### config.mk
export PLATFORM = sky130hd
export DESIGN_NAME = mmu_burst
export DESIGN_NICKNAME = d
export VERILOG_FILES = /design/src/rtl/mmu_burst.sv
export SDC_FILE = /design/constraint.sdc
export NUM_CORES = 1
export LEC_CHECK = 0
export CELL_PAD_IN_SITES_DETAIL_PLACEMENT = 0
export CELL_PAD_IN_SITES_GLOBAL_PLACEMENT = 1
export CORE_AREA = 4 4 207 209
export DETAILED_ROUTE_END_ITERATION = 8
export DIE_AREA = 0 0 211 213
export PLACE_DENSITY_LB_ADDON = 0.3
export RECOVER_POWER = 100
export SLEW_MARGIN = 0
export SYNTH_ARGS = -nofsm -noshare
export SYNTH_HDL_FRONTEND = slang
export SYNTH_SLANG_ARGS = --single-unit
### constraint.sdc
create_clock -name clock -period 4.6 [get_ports clock]
set_input_delay 0.46 -clock clock [delete_from_list [all_inputs] [get_ports clock]]
set_output_delay 0.46 -clock clock [all_outputs]
set_load 0.05 [all_outputs]
### src/rtl/mmu_burst.sv
// mmu_burst: streams operand pairs from memory through the adder in bursts.
// Optional launch-to-finish cycle counter: define EVENT_COUNTER_EN.

module mmu_burst #(
    parameter int MEM_LEN_BITS   = 8,
    parameter int MEM_ADDR_BITS  = 64,
    parameter int MEM_DATA_BITS  = 64,
    parameter int HOST_DATA_BITS = 32,
    parameter int ADDER_BITS     = 8,
    parameter int BURST_LEN      = 4
) (
    input  logic                      clock,
    input  logic                      reset_n,
    output logic                      mem_req_valid,
    output logic                      mem_req_opcode,
    output logic [MEM_LEN_BITS-1:0]   mem_req_len,
    output logic [MEM_ADDR_BITS-1:0]  mem_req_addr,
    output logic                      mem_wr_valid,
    output logic [MEM_DATA_BITS-1:0]  mem_wr_bits,
    input  logic                      mem_rd_valid,
    input  logic [MEM_DATA_BITS-1:0]  mem_rd_bits,
    output logic                      mem_rd_ready,
    input  logic                      launch,
    output logic                      finish,
    output logic                      event_counter_valid,
    output logic [HOST_DATA_BITS-1:0] event_counter_value,
    input  logic [HOST_DATA_BITS-1:0] length,
    input  logic [HOST_DATA_BITS-1:0] a_addr,
    input  logic [HOST_DATA_BITS-1:0] b_addr,
    input  logic [HOST_DATA_BITS-1:0] c_addr,
    output logic                      op_valid,
    output logic [ADDER_BITS-1:0]     a_data,
    output logic [ADDER_BITS-1:0]     b_data,
    input  logic                      res_valid,
    input  logic [ADDER_BITS-1:0]     res_data
);

    localparam int CW = $clog2(BURST_LEN + 1);
    localparam int AW = (BURST_LEN > 1) ? $clog2(BURST_LEN) : 1;
    localparam int HW = HOST_DATA_BITS;

    typedef enum logic [3:0] {
        S_IDLE,
        S_RD_A_REQ,
        S_RD_A_DATA,
        S_RD_B_REQ,
        S_RD_B_DATA,
        S_WAIT_RES,
        S_WR_REQ,
        S_WR_DATA,
        S_DONE
    } state_e;

    state_e                state_q, state_d;
    logic [HW-1:0]         remain_q, remain_d;
    logic [HW-1:0]         raddr_a_q, raddr_a_d;
    logic [HW-1:0]         raddr_b_q, raddr_b_d;
    logic [HW-1:0]         waddr_c_q, waddr_c_d;
    logic [CW-1:0]         idx_q, idx_d;
    logic [CW-1:0]         rcnt_q, rcnt_d;
    logic [ADDER_BITS-1:0] a_buf_q [BURST_LEN];
    logic [ADDER_BITS-1:0] a_buf_d [BURST_LEN];
    logic [ADDER_BITS-1:0] c_buf_q [BURST_LEN];
    logic [ADDER_BITS-1:0] c_buf_d [BURST_LEN];

    logic [CW-1:0] n;
    logic [CW-1:0] n_m1;
    logic          last_beat;
    logic          res_take;

    // Current chunk size; remain is stable for the whole chunk.
    always_comb begin
        n = CW'(BURST_LEN);
        if (remain_q < HW'(BURST_LEN)) begin
            n = remain_q[CW-1:0];
        end
        n_m1      = n - CW'(1);
        last_beat = (idx_q == n_m1);
        res_take  = res_valid && (rcnt_q != n) &&
                    ((state_q == S_RD_B_DATA) || (state_q == S_WAIT_RES));
    end

    // Next-state, descriptor bookkeeping and buffer updates.
    always_comb begin
        state_d   = state_q;
        remain_d  = remain_q;
        raddr_a_d = raddr_a_q;
        raddr_b_d = raddr_b_q;
        waddr_c_d = waddr_c_q;
        idx_d     = idx_q;
        rcnt_d    = rcnt_q;
        a_buf_d   = a_buf_q;
        c_buf_d   = c_buf_q;
        if (res_take) begin
            c_buf_d[rcnt_q[AW-1:0]] = res_data;
            rcnt_d = rcnt_q + CW'(1);
        end
        unique case (state_q)
            S_IDLE: begin
                idx_d  = '0;
                rcnt_d = '0;
                if (launch) begin
                    remain_d  = length;
                    raddr_a_d = a_addr;
                    raddr_b_d = b_addr;
                    waddr_c_d = c_addr;
                    state_d   = (length == '0) ? S_DONE : S_RD_A_REQ;
                end
            end
            S_RD_A_REQ: begin
                idx_d   = '0;
                state_d = S_RD_A_DATA;
            end
            S_RD_A_DATA: begin
                if (mem_rd_valid) begin
                    a_buf_d[idx_q[AW-1:0]] = mem_rd_bits[ADDER_BITS-1:0];
                    idx_d = idx_q + CW'(1);
                    if (last_beat) begin
                        idx_d   = '0;
                        state_d = S_RD_B_REQ;
                    end
                end
            end
            S_RD_B_REQ: begin
                state_d = S_RD_B_DATA;
            end
            S_RD_B_DATA: begin
                if (mem_rd_valid) begin
                    idx_d = idx_q + CW'(1);
                    if (last_beat) begin
                        idx_d   = '0;
                        state_d = S_WAIT_RES;
                    end
                end
            end
            S_WAIT_RES: begin
                if (rcnt_d == n) begin
                    state_d = S_WR_REQ;
                end
            end
            S_WR_REQ: begin
                idx_d   = '0;
                rcnt_d  = '0;
                state_d = S_WR_DATA;
            end
            S_WR_DATA: begin
                idx_d = idx_q + CW'(1);
                if (last_beat) begin
                    idx_d     = '0;
                    remain_d  = remain_q - HW'(n);
                    raddr_a_d = raddr_a_q + HW'(n);
                    raddr_b_d = raddr_b_q + HW'(n);
                    waddr_c_d = waddr_c_q + HW'(n);
                    state_d   = (remain_q == HW'(n)) ? S_DONE : S_RD_A_REQ;
                end
            end
            S_DONE: begin
                state_d = S_IDLE;
            end
            default: begin
                state_d = S_IDLE;
            end
        endcase
    end

    // Control state; reset aborts any job in flight.
    always_ff @(posedge clock or negedge reset_n) begin
        if (!reset_n) begin
            state_q   <= S_IDLE;
            remain_q  <= '0;
            raddr_a_q <= '0;
            raddr_b_q <= '0;
            waddr_c_q <= '0;
            idx_q     <= '0;
            rcnt_q    <= '0;
        end else begin
            state_q   <= state_d;
            remain_q  <= remain_d;
            raddr_a_q <= raddr_a_d;
            raddr_b_q <= raddr_b_d;
            waddr_c_q <= waddr_c_d;
            idx_q     <= idx_d;
            rcnt_q    <= rcnt_d;
        end
    end

    // Operand and result buffers carry no reset; they are rewritten every chunk.
    always_ff @(posedge clock) begin
        a_buf_q <= a_buf_d;
        c_buf_q <= c_buf_d;
    end

    // Port outputs decoded from registered state, so reset forces them low at once.
    always_comb begin
        mem_req_valid  = 1'b0;
        mem_req_opcode = 1'b0;
        mem_req_len    = '0;
        mem_req_addr   = '0;
        mem_wr_valid   = 1'b0;
        mem_wr_bits    = '0;
        mem_rd_ready   = 1'b0;
        op_valid       = 1'b0;
        a_data         = '0;
        b_data         = '0;
        finish         = 1'b0;
        unique case (state_q)
            S_RD_A_REQ: begin
                mem_req_valid = 1'b1;
                mem_req_len   = MEM_LEN_BITS'(n_m1);
                mem_req_addr  = MEM_ADDR_BITS'(raddr_a_q);
            end
            S_RD_B_REQ: begin
                mem_req_valid = 1'b1;
                mem_req_len   = MEM_LEN_BITS'(n_m1);
                mem_req_addr  = MEM_ADDR_BITS'(raddr_b_q);
            end
            S_WR_REQ: begin
                mem_req_valid  = 1'b1;
                mem_req_opcode = 1'b1;
                mem_req_len    = MEM_LEN_BITS'(n_m1);
                mem_req_addr   = MEM_ADDR_BITS'(waddr_c_q);
            end
            S_RD_A_DATA: begin
                mem_rd_ready = 1'b1;
            end
            S_RD_B_DATA: begin
                mem_rd_ready = 1'b1;
                if (mem_rd_valid) begin
                    op_valid = 1'b1;
                    a_data   = a_buf_q[idx_q[AW-1:0]];
                    b_data   = mem_rd_bits[ADDER_BITS-1:0];
                end
            end
            S_WR_DATA: begin
                mem_wr_valid = 1'b1;
                mem_wr_bits  = MEM_DATA_BITS'(c_buf_q[idx_q[AW-1:0]]);
            end
            S_DONE: begin
                finish = 1'b1;
            end
            default: begin
                finish = 1'b0;
            end
        endcase
    end

    logic unused_rd_bits;
    assign unused_rd_bits = ^mem_rd_bits[MEM_DATA_BITS-1:ADDER_BITS];

`ifdef EVENT_COUNTER_EN
    logic [HW-1:0] ev_cnt_q, ev_cnt_d;

    // Counts busy cycles; the reported value includes the current cycle.
    always_comb begin
        ev_cnt_d = (state_q == S_IDLE) ? '0 : ev_cnt_q + HW'(1);
    end

    // Cycle counter register.
    always_ff @(posedge clock or negedge reset_n) begin
        if (!reset_n) begin
            ev_cnt_q <= '0;
        end else begin
            ev_cnt_q <= ev_cnt_d;
        end
    end

    assign event_counter_valid = finish;
    assign event_counter_value = (state_q == S_IDLE) ? '0 : ev_cnt_q + HW'(1);
`else
    assign event_counter_valid = 1'b0;
    assign event_counter_value = '0;
`endif

endmodule

==> PnR_summary.wiki, run 1 <==
{| class="wikitable"
! Metric !! Value
|-
| Number of hold-slack violations in the final timing report || 0
|-
| DR WL/cell || 18.4 um
|-
| Setup-failing EPs final || 0
|-
| CTS H-tree depth || 1
|-
| Final Net Count || around 1900
|-
| CORE AREA || between 40000 and 50000 sq um
|-
| Total Neg Setup Slack || 0 ns
|-
| Die Span Y || 213 um
|-
| Yosys warns || 0
|-
| Maximum achievable frequency || approximately 230 MHz
|-
| Pre-Repair DR Iteration Count || 5
|-
| Root cell of the clock tree || sky130_fd_sc_hd__clkbuf_16
|-
| Via count of the routed design || 11600
|-
| Latest clock arrival within the worst-skew pair || 0.53 ns
|-
| Register clock-pin slew on the reported worst setup and hold paths || roughly 0.070 ns
|-
| Effective utilization at floorplan || 0.318
|-
| Power density over the cells || 627 nW/um^2
|-
| Relative slew margins || -0.848
|-
| Layout area overhead || 24.3%
|-
| Time the final worst path needs with I/O delays and setup || around 4.3 ns
|-
| Most instantiated library cell after synthesis || sky130_fd_sc_hd__nand2_1
|-
| Non-filler cells in the finished layout || 2251
|-
| Wire length after detailed routing || 41.4 mm
|-
| RSZ-0062 raised after global routing || false
|-
| Library cell with the largest summed area after synthesis || sky130_fd_sc_hd__dfrtp_1
|-
| Xor/xnor share of the synthesized area || 0.00876
|-
| Pin count of the biggest net entering global routing || between 100 and 150
|-
| Post-synth design cell area || 13000 sq um
|-
| Number of library cell types mapped by synthesis || just under 70
|-
| Number of clock buffers inserted by TritonCTS || 25
|-
| Fill cell count || between 4000 and 5000
|-
| Layout cell share with drive strength beyond 1 || 0.0728
|-
| Worst setup SP type || register
|-
| Count of hold-fix buffers inserted at cts || 0
|-
| MaxCap Viol Count || 1
|-
| Main combinational cell family by area after synthesis || compound AO/OA/AOI/OAI gates
|-
| Arr. time, crit path || 4.76 ns
|-
| Portion of the post-synthesis area used by sequential elements || 0.414
|-
| Via count of the first global-routing pass || around 11000
|-
| Area enclosed by the die boundary || 44900 sq um
|-
| Critical path class || reg -> reg
|-
| IO Pins || 396
|-
| Slew of the pin with the lowest slew margin || 2.77 ns
|-
| Detailed placement HPWL || 29.4 mm
|-
| Area share of the largest cell type after synthesis || 0.266
|-
| Clock tree buffer depth || 3
|-
| Die boundary width || 211 um
|-
| Final routed DRC violation total || 0
|-
| Adder and majority cell fraction of the synthesized area || 0.0229
|-
| Simple-gate share of the synthesized area || 0.185
|-
| CTS sink count || 202
|-
| Total area of multi-input combinational cells || approximately 6700 sq um
|-
| Kind of capture point of the worst setup path || register
|-
| Number of enable-type register cells in the synthesized netlist || 64
|-
| Worst min-delay path category || reg -> reg
|-
| Remaining antenna violation count || 0
|-
| Global route overflow || 0
|-
| Req. time, crit path || 5.03 ns
|-
| Average footprint of a synthesized cell || 8.64 sq um
|-
| Top area cells in the synthesized netlist || sky130_fd_sc_hd__dfrtp_1 27%, sky130_fd_sc_hd__edfxtp_1 15%, sky130_fd_sc_hd__buf_4 7.6%
|-
| Failing checks || capacitance limit, slew limit
|-
| Worst-case clock skew || 0.00954 ns
|-
| Routability congestion estimate || 0.821
|-
| Post-synthesis compound-gate area fraction || 0.222
|-
| Overall fraction of global-route tracks in use || 0.176
|-
| Global-route wire length before repair || ~64 mm
|-
| Number of slew-limit violations in the final report || 98
|-
| Total leakage power || 6.52 nW
|-
| Top flip-flop cell by instance count after synthesis || sky130_fd_sc_hd__dfrtp_1
|-
| Post-route worst hold slack || about 0.48 ns
|-
| Maximum fanout count along the critical path || 68
|-
| Maximum ir drop on the vdd rail || between 0.2 and 0.3 mV
|-
| Initial DRC Count || 866
|-
| Count of cells along the worst register-to-register path || 15
|-
| Commonest cells in the synthesized netlist || 205 x sky130_fd_sc_hd__nand2_1, 164 x sky130_fd_sc_hd__a21oi_1, 138 x sky130_fd_sc_hd__dfrtp_1
|-
| Post-route clock period utilization || 0.940
|-
| Hold Crit Depth || 1
|-
| Footprint of the flip-flops and latches || 5380 sq um
|-
| Vias per cell || ~5.2
|-
| Number of placed instances, taps included || 2205
|-
| Number of cell rows || 74
|-
| Multiplexer area fraction after synthesis || 0.0340
|-
| Flops & latches, synth || 202
|-
| Port Buf Inserts || 213
|-
| Finished Core Util || 0.396
|-
| Async set-reset flop share out of synthesis || 0.683
|-
| Result of the run || finished with violations
|-
| Cells after Synth || approximately 1500
|-
| TritonCTS clock tree || built
|-
| Number of antenna violations at the first check in global routing || 3
|}
[final timing paths]
check	start	end	slack, ns
max reg2reg	remain_q[6]	raddr_a_q[5]	0.27
max in group asynchronous	reset_n	state_q[0]	1.50
min reg2reg	remain_q[19]	remain_q[19]	0.48
min	remain_q[19]	remain_q[19]	0.48
min in group asynchronous	reset_n	raddr_b_q[27]	0.77
max	remain_q[6]	raddr_a_q[5]	0.27
[flip-flops by register name, summed over array words and instances (netlist names)]
| signal | flops |
|---|---|
| remain_q | 32 |
| rcnt_q | 3 |
| state_q | 4 |
| raddr_b_q | 32 |
| c_buf_q | 32 |
| idx_q | 3 |
| waddr_c_q | 32 |
| a_buf_q | 32 |
| raddr_a_q | 32 |
[critical path, cell delays in order (launching register included)]
cell and delay [ns]:
sky130_fd_sc_hd__dfrtp_1 0.41, sky130_fd_sc_hd__or3_1 0.40, sky130_fd_sc_hd__or4_1 0.60, sky130_fd_sc_hd__nor4_4 0.40, sky130_fd_sc_hd__buf_4 0.20, sky130_fd_sc_hd__nand2_1 0.08, sky130_fd_sc_hd__buf_4 0.17, sky130_fd_sc_hd__ha_1 0.21
sky130_fd_sc_hd__xnor2_1 0.14, sky130_fd_sc_hd__or2_2 0.27, sky130_fd_sc_hd__mux2i_1 0.16, sky130_fd_sc_hd__and2_1 0.32, sky130_fd_sc_hd__a21o_4 0.20, sky130_fd_sc_hd__buf_12 0.25, sky130_fd_sc_hd__o21ai_0 0.14, sky130_fd_sc_hd__a22oi_1 0.17
[per-stage QoR]
| step | setup slack [ns] | power [W] | instance area (sq um) |
|---|---|---|---|
| floorplan | 0.137 | 0.00677 | 13500 |
| global placement | 0.160 | 0.00828 | 15400 |
| detailed placement | 0.122 | 0.00836 | 15400 |
| CTS | 0.0713 | 0.0103 | 16200 |
| global route | 0.00765 | 0.0109 | 16200 |
| finish | 0.275 | 0.0101 | 16200 |
[logic make-up after synthesis]
kind of cell | after synthesis
adder cells (fa/ha/maj) | 22
other | 2
buffers and inverters | 250
AO/OA/AOI/OAI | 476
XOR/XNOR | 13
flip-flops | 202
AND/OR/NAND/NOR | 516
multiplexers | 24
[layout make-up]
type / instances / area share
timing repair buffer: 265 / 0.157
antenna: 1 / 0.000155
clock inverter: 12 / 0.00689
inverter: 29 / 0.00697
sequential: 202 / 0.333
tap: 532 / 0.0412
clock buffer: 32 / 0.0422
multi-input combinational: 1178 / 0.413
[cells in the final DEF (no fill, tap or decap), drive strengths merged, types with 30 or more instances in the layout]
| cell type | instances |
|---|---|
| edfxtp | 64 |
| dfrtp | 138 |
| a22oi | 39 |
| and2 | 33 |
| nor2 | 106 |
| dlygate4sd3 | 72 |
| inv | 31 |
| o21ai | 125 |
| nand2 | 205 |
| clkbuf | 45 |
| a21oi | 165 |
| conb | 127 |
| o22ai | 33 |
| nand3 | 41 |
| nor3 | 30 |
| clkdlybuf4s50 | 138 |
| buf | 42 |
[timing repair]
item,CTS,global route
gates resized for setup,0,5
setup buffers,0,1
endpoints found under the setup margin,0,14
[power by group]
group | internal (W) | leakage [nW] | switching [W]
clock | 0.00111 | 0.394 | 0.000813
sequential | 0.00250 | 2.19 | 0.000764
combinational | 0.00172 | 3.93 | 0.00323
total | 0.00532 | 6.52 | 0.00481
[routing by layer]
| layer | global-route usage | routed length (um) | vias to the layer above |
|---|---|---|---|
| met2 | 0.290 | 19800 | 333 |
| met3 | 0.0247 | 2250 | 48 |
| met5 | 0 | 13 | - |
| met1 | 0.249 | 18600 | 5619 |
| met4 | 0.0358 | 838 | 2 |
| li1 | - | - | 5610 |
Power figures use the tool's default switching activity.
==> inputs of run 2 (changes only) <==
Settings changed: CORE_AREA 4 4 207 209 to 4 4 177 179, CTS_BUF_LIST from default to sky130_fd_sc_hd__clkbuf_8, DIE_AREA 0 0 211 213 to 0 0 181 183, DONT_BUFFER_PORTS from default to 1.
==> PnR_summary.wiki, run 2 (synthesis results as in run 1) <==
{| class="wikitable"
! Metric !! Value
|-
| Detailed placement HPWL || 26.2 mm (-11%)
|-
| Total Neg Setup Slack || 0 ns (unchanged)
|-
| Number of antenna violations at the first check in global routing || 5 (+2)
|-
| Slew of the pin with the lowest slew margin || 3.38 ns (+0.603 ns)
|-
| CORE AREA || 29600 sq um (-28%)
|-
| Area of all placed cells without fillers || 13900 sq um (-14%)
|-
| Global route overflow || 0 (unchanged)
|-
| Final Net Count || 1740 (-9.8%)
|-
| Commonest non-fill, non-tap cells in the layout || 205 x sky130_fd_sc_hd__nand2_1, 164 x sky130_fd_sc_hd__a21oi_1, 138 x sky130_fd_sc_hd__dfrtp_1
|-
| Total leakage power || 5.62 nW (-14%)
|-
| CP peak stage delay || 0.54 ns (-0.06 ns)
|-
| Time the final worst path needs with I/O delays and setup || 4.31 ns (-0.0125 ns)
|-
| Layout cell share with drive strength beyond 1 || 0.0781 (+0.00532)
|-
| CTS sink count || 202 (unchanged)
|-
| Maximum ir drop on the vdd rail || 0.367 mV (+25%)
|-
| Root cell of the clock tree || sky130_fd_sc_hd__clkbuf_8
|-
| Latest clock arrival within the worst-skew pair || 0.55 ns (+0.02 ns)
|-
| Proportion of power drawn by flip-flops and latches || 0.349 (+0.027)
|-
| Switching share of power || 0.494 (+0.0196)
|-
| Pin count of the biggest net entering global routing || 139 (+26%)
|-
| Setup-failing EPs final || 0 (unchanged)
|-
| TritonCTS clock tree || built
|-
| CTS H-tree depth || 2 (+1)
|-
| Maximum achievable frequency || 232 MHz (+0.29%)
|-
| Master of the slowest instance on the critical path || sky130_fd_sc_hd__or4_4
|-
| Wire length after detailed routing || 37.6 mm (-9.1%)
|-
| Effective utilization at floorplan || 0.440 (+0.121)
|-
| Worst Hold Path EP || remain_q[0]
|-
| Via count of the routed design || 10800 (-6.7%)
|-
| Internal power || 0.00477 W (-10%)
|-
| Relative slew margins || -1.25 (-0.402)
|-
| RSZ-0062 raised after global routing || false
|-
| Result of the run || finished with violations
|-
| Failing checks || capacitance limit, slew limit
|-
| Initial DRC Count || 725 (-16%)
|-
| Clock tree buffer depth || 3 (unchanged)
|-
| Count of cells along the worst register-to-register path || 15 (unchanged)
|-
| Pre-Repair DR Iteration Count || 6 (+1)
|-
| Critical path class || reg -> reg
|-
| Power density over the cells || 676 nW/um^2 (+7.9%)
|-
| Reg2reg end || raddr_a_q[30]
|-
| Layout area overhead || 7.19%
|-
| Routability congestion estimate || 0.856 (+4.2%)
|-
| Switching power total || 0.00466 W (-3.1%)
|-
| Kind of capture point of the worst setup path || register
|-
| Remaining antenna violation count || 0 (unchanged)
|-
| IO Pins || 396 (unchanged)
|-
| Die Span Y || 183 um (-14%)
|-
| Setup fix buffers added after clock tree synthesis || 0 (unchanged)
|-
| Req. time, crit path || 5.02 ns (about the same)
|-
| Vias per cell || 5.62 (+9.0%)
|-
| Global-route wire length before repair || 59.3 mm (-7.9%)
|-
| Clock share of power || 0.183 (-0.007)
|-
| Commonest non-fill, non-tap cell in the layout || sky130_fd_sc_hd__nand2_1
|-
| Cell-by-cell listing of the critical path || or3_1 -> or4_4 -> nor4_4 -> buf_4 -> inv_1 -> ha_1 -> a21o_1 -> nand3_1 -> nor3_1 -> buf_4 -> and4_1 -> nand2b_1 -> or3_1 -> o21ai_0 -> a21oi_1
|-
| Number of clock buffers inserted by TritonCTS || 39 (+56%)
|-
| Reg2reg start || remain_q[7]
|-
| DR WL/cell || 19.5 um (+6.1%)
|-
| Number of slew-limit violations in the final report || 288 (+190%)
|-
| Hold Crit Depth || 1 (unchanged)
|-
| Maximum fanout count along the critical path || 8 (-88%)
|-
| Area enclosed by the die boundary || 33100 sq um (-26%)
|-
| Die boundary width || 181 um (-14%)
|-
| Final routed DRC violation total || 0 (unchanged)
|-
| Number of hold-slack violations in the final timing report || 0 (unchanged)
|-
| MaxCap Viol Count || 3 (+2)
|-
| Placement Cell Area || 13100 sq um (-15%)
|-
| Worst-case clock skew || 0.0159 ns (+0.00638 ns)
|-
| Setup slack, reg-to-reg || 0.29 ns (about the same)
|-
| Post-route clock period utilization || 0.938 (-0.00272)
|-
| Overall fraction of global-route tracks in use || 0.218 (+0.0420)
|-
| Worst setup SP type || register
|-
| Worst min-delay path category || in -> reg
|-
| Combinational power share || 0.468 (-0.020)
|-
| Via count of the first global-routing pass || 10500 (-6.8%)
|-
| Port Buf Inserts || 0 (-100%)
|-
| Critical hold path startpoint || length[0]
|-
| Register clock-pin slew on the reported worst setup and hold paths || 0.06 ns (about the same)
|-
| Number of cell rows || 63 (-15%)
|-
| Arr. time, crit path || 4.73 ns (-0.03 ns)
|}
-- run 2: worst max path at each step --
stage	startpoint	end	slack, ns	cells past startpoint
CTS	remain_q[14]	waddr_c_q[29]	0.12	16
global placement	remain_q[14]	raddr_a_q[30]	0.16	15
detailed placement	remain_q[14]	waddr_c_q[29]	0.15	16
global route	remain_q[7]	raddr_a_q[30]	0.03	15
finish	remain_q[7]	raddr_a_q[30]	0.29	15
floorplan	remain_q[14]	raddr_b_q[29]	0.14	16
-- run 2: area by class of cell --
| type | instances | area, sq um |
|---|---|---|
| Antenna cell | 1 | 2.50 |
| Clock buffer | 43 | 592 |
| Clock inverter | 22 | 143 |
| Fill cell | 2915 | 15600 |
| Inverter | 29 | 110 |
| Multi-Input combinational cell | 1178 | 6650 |
| Sequential cell | 202 | 5380 |
| Tap cell | 390 | 488 |
| Timing Repair Buffer | 63 | 571 |
-- run 2: layer usage --
layer / global-route usage / share of wire
met5: 0 / 0.0015
met4: 0.0501 / 0.018
met2: 0.358 / 0.47
met3: 0.0577 / 0.079
met1: 0.292 / 0.43
-- run 2: per-stage QoR --
stage          setup WS (ns)  cells  power (W)  utilization  hold WS, ns
6_report               0.287   1928    0.00942        0.471       0.0600
5_1_grt               0.0312   1928     0.0102        0.471       0.0327
4_1_cts                0.116   1927    0.00948        0.474       0.0258
3_5_place_dp           0.148   1843    0.00767        0.442        0.168
3_3_place_gp           0.164   1843    0.00759        0.442        0.168
2_1_floorplan          0.137   1630    0.00677            -        0.164
-- run 2: worst max-delay path, delay by kind of cell, from the launching register on --
family	cells	cell delay, ns
flops	1	0.39
compound gates	3	0.30
simple gates	8	2.46
buf+inv	3	0.62
fa+ha+maj	1	0.39
-- run 2: repair_timing --
action	4_1_cts	5_1_grt
endpoints found under the hold margin	203	0
setup endpoints to repair	0	49
resized for setup	0	3
hold buffers	19	0
-- run 2: power by group through the flow --
stage / sequential, W / clock [W] / combinational, W
finish: 0.00328 / 0.00173 / 0.00441
global route: 0.00339 / 0.00188 / 0.00488
CTS: 0.00326 / 0.00178 / 0.00444
detailed placement: 0.00329 / 0 / 0.00438
global placement: 0.00327 / 0 / 0.00432
floorplan: 0.00299 / 0 / 0.00378
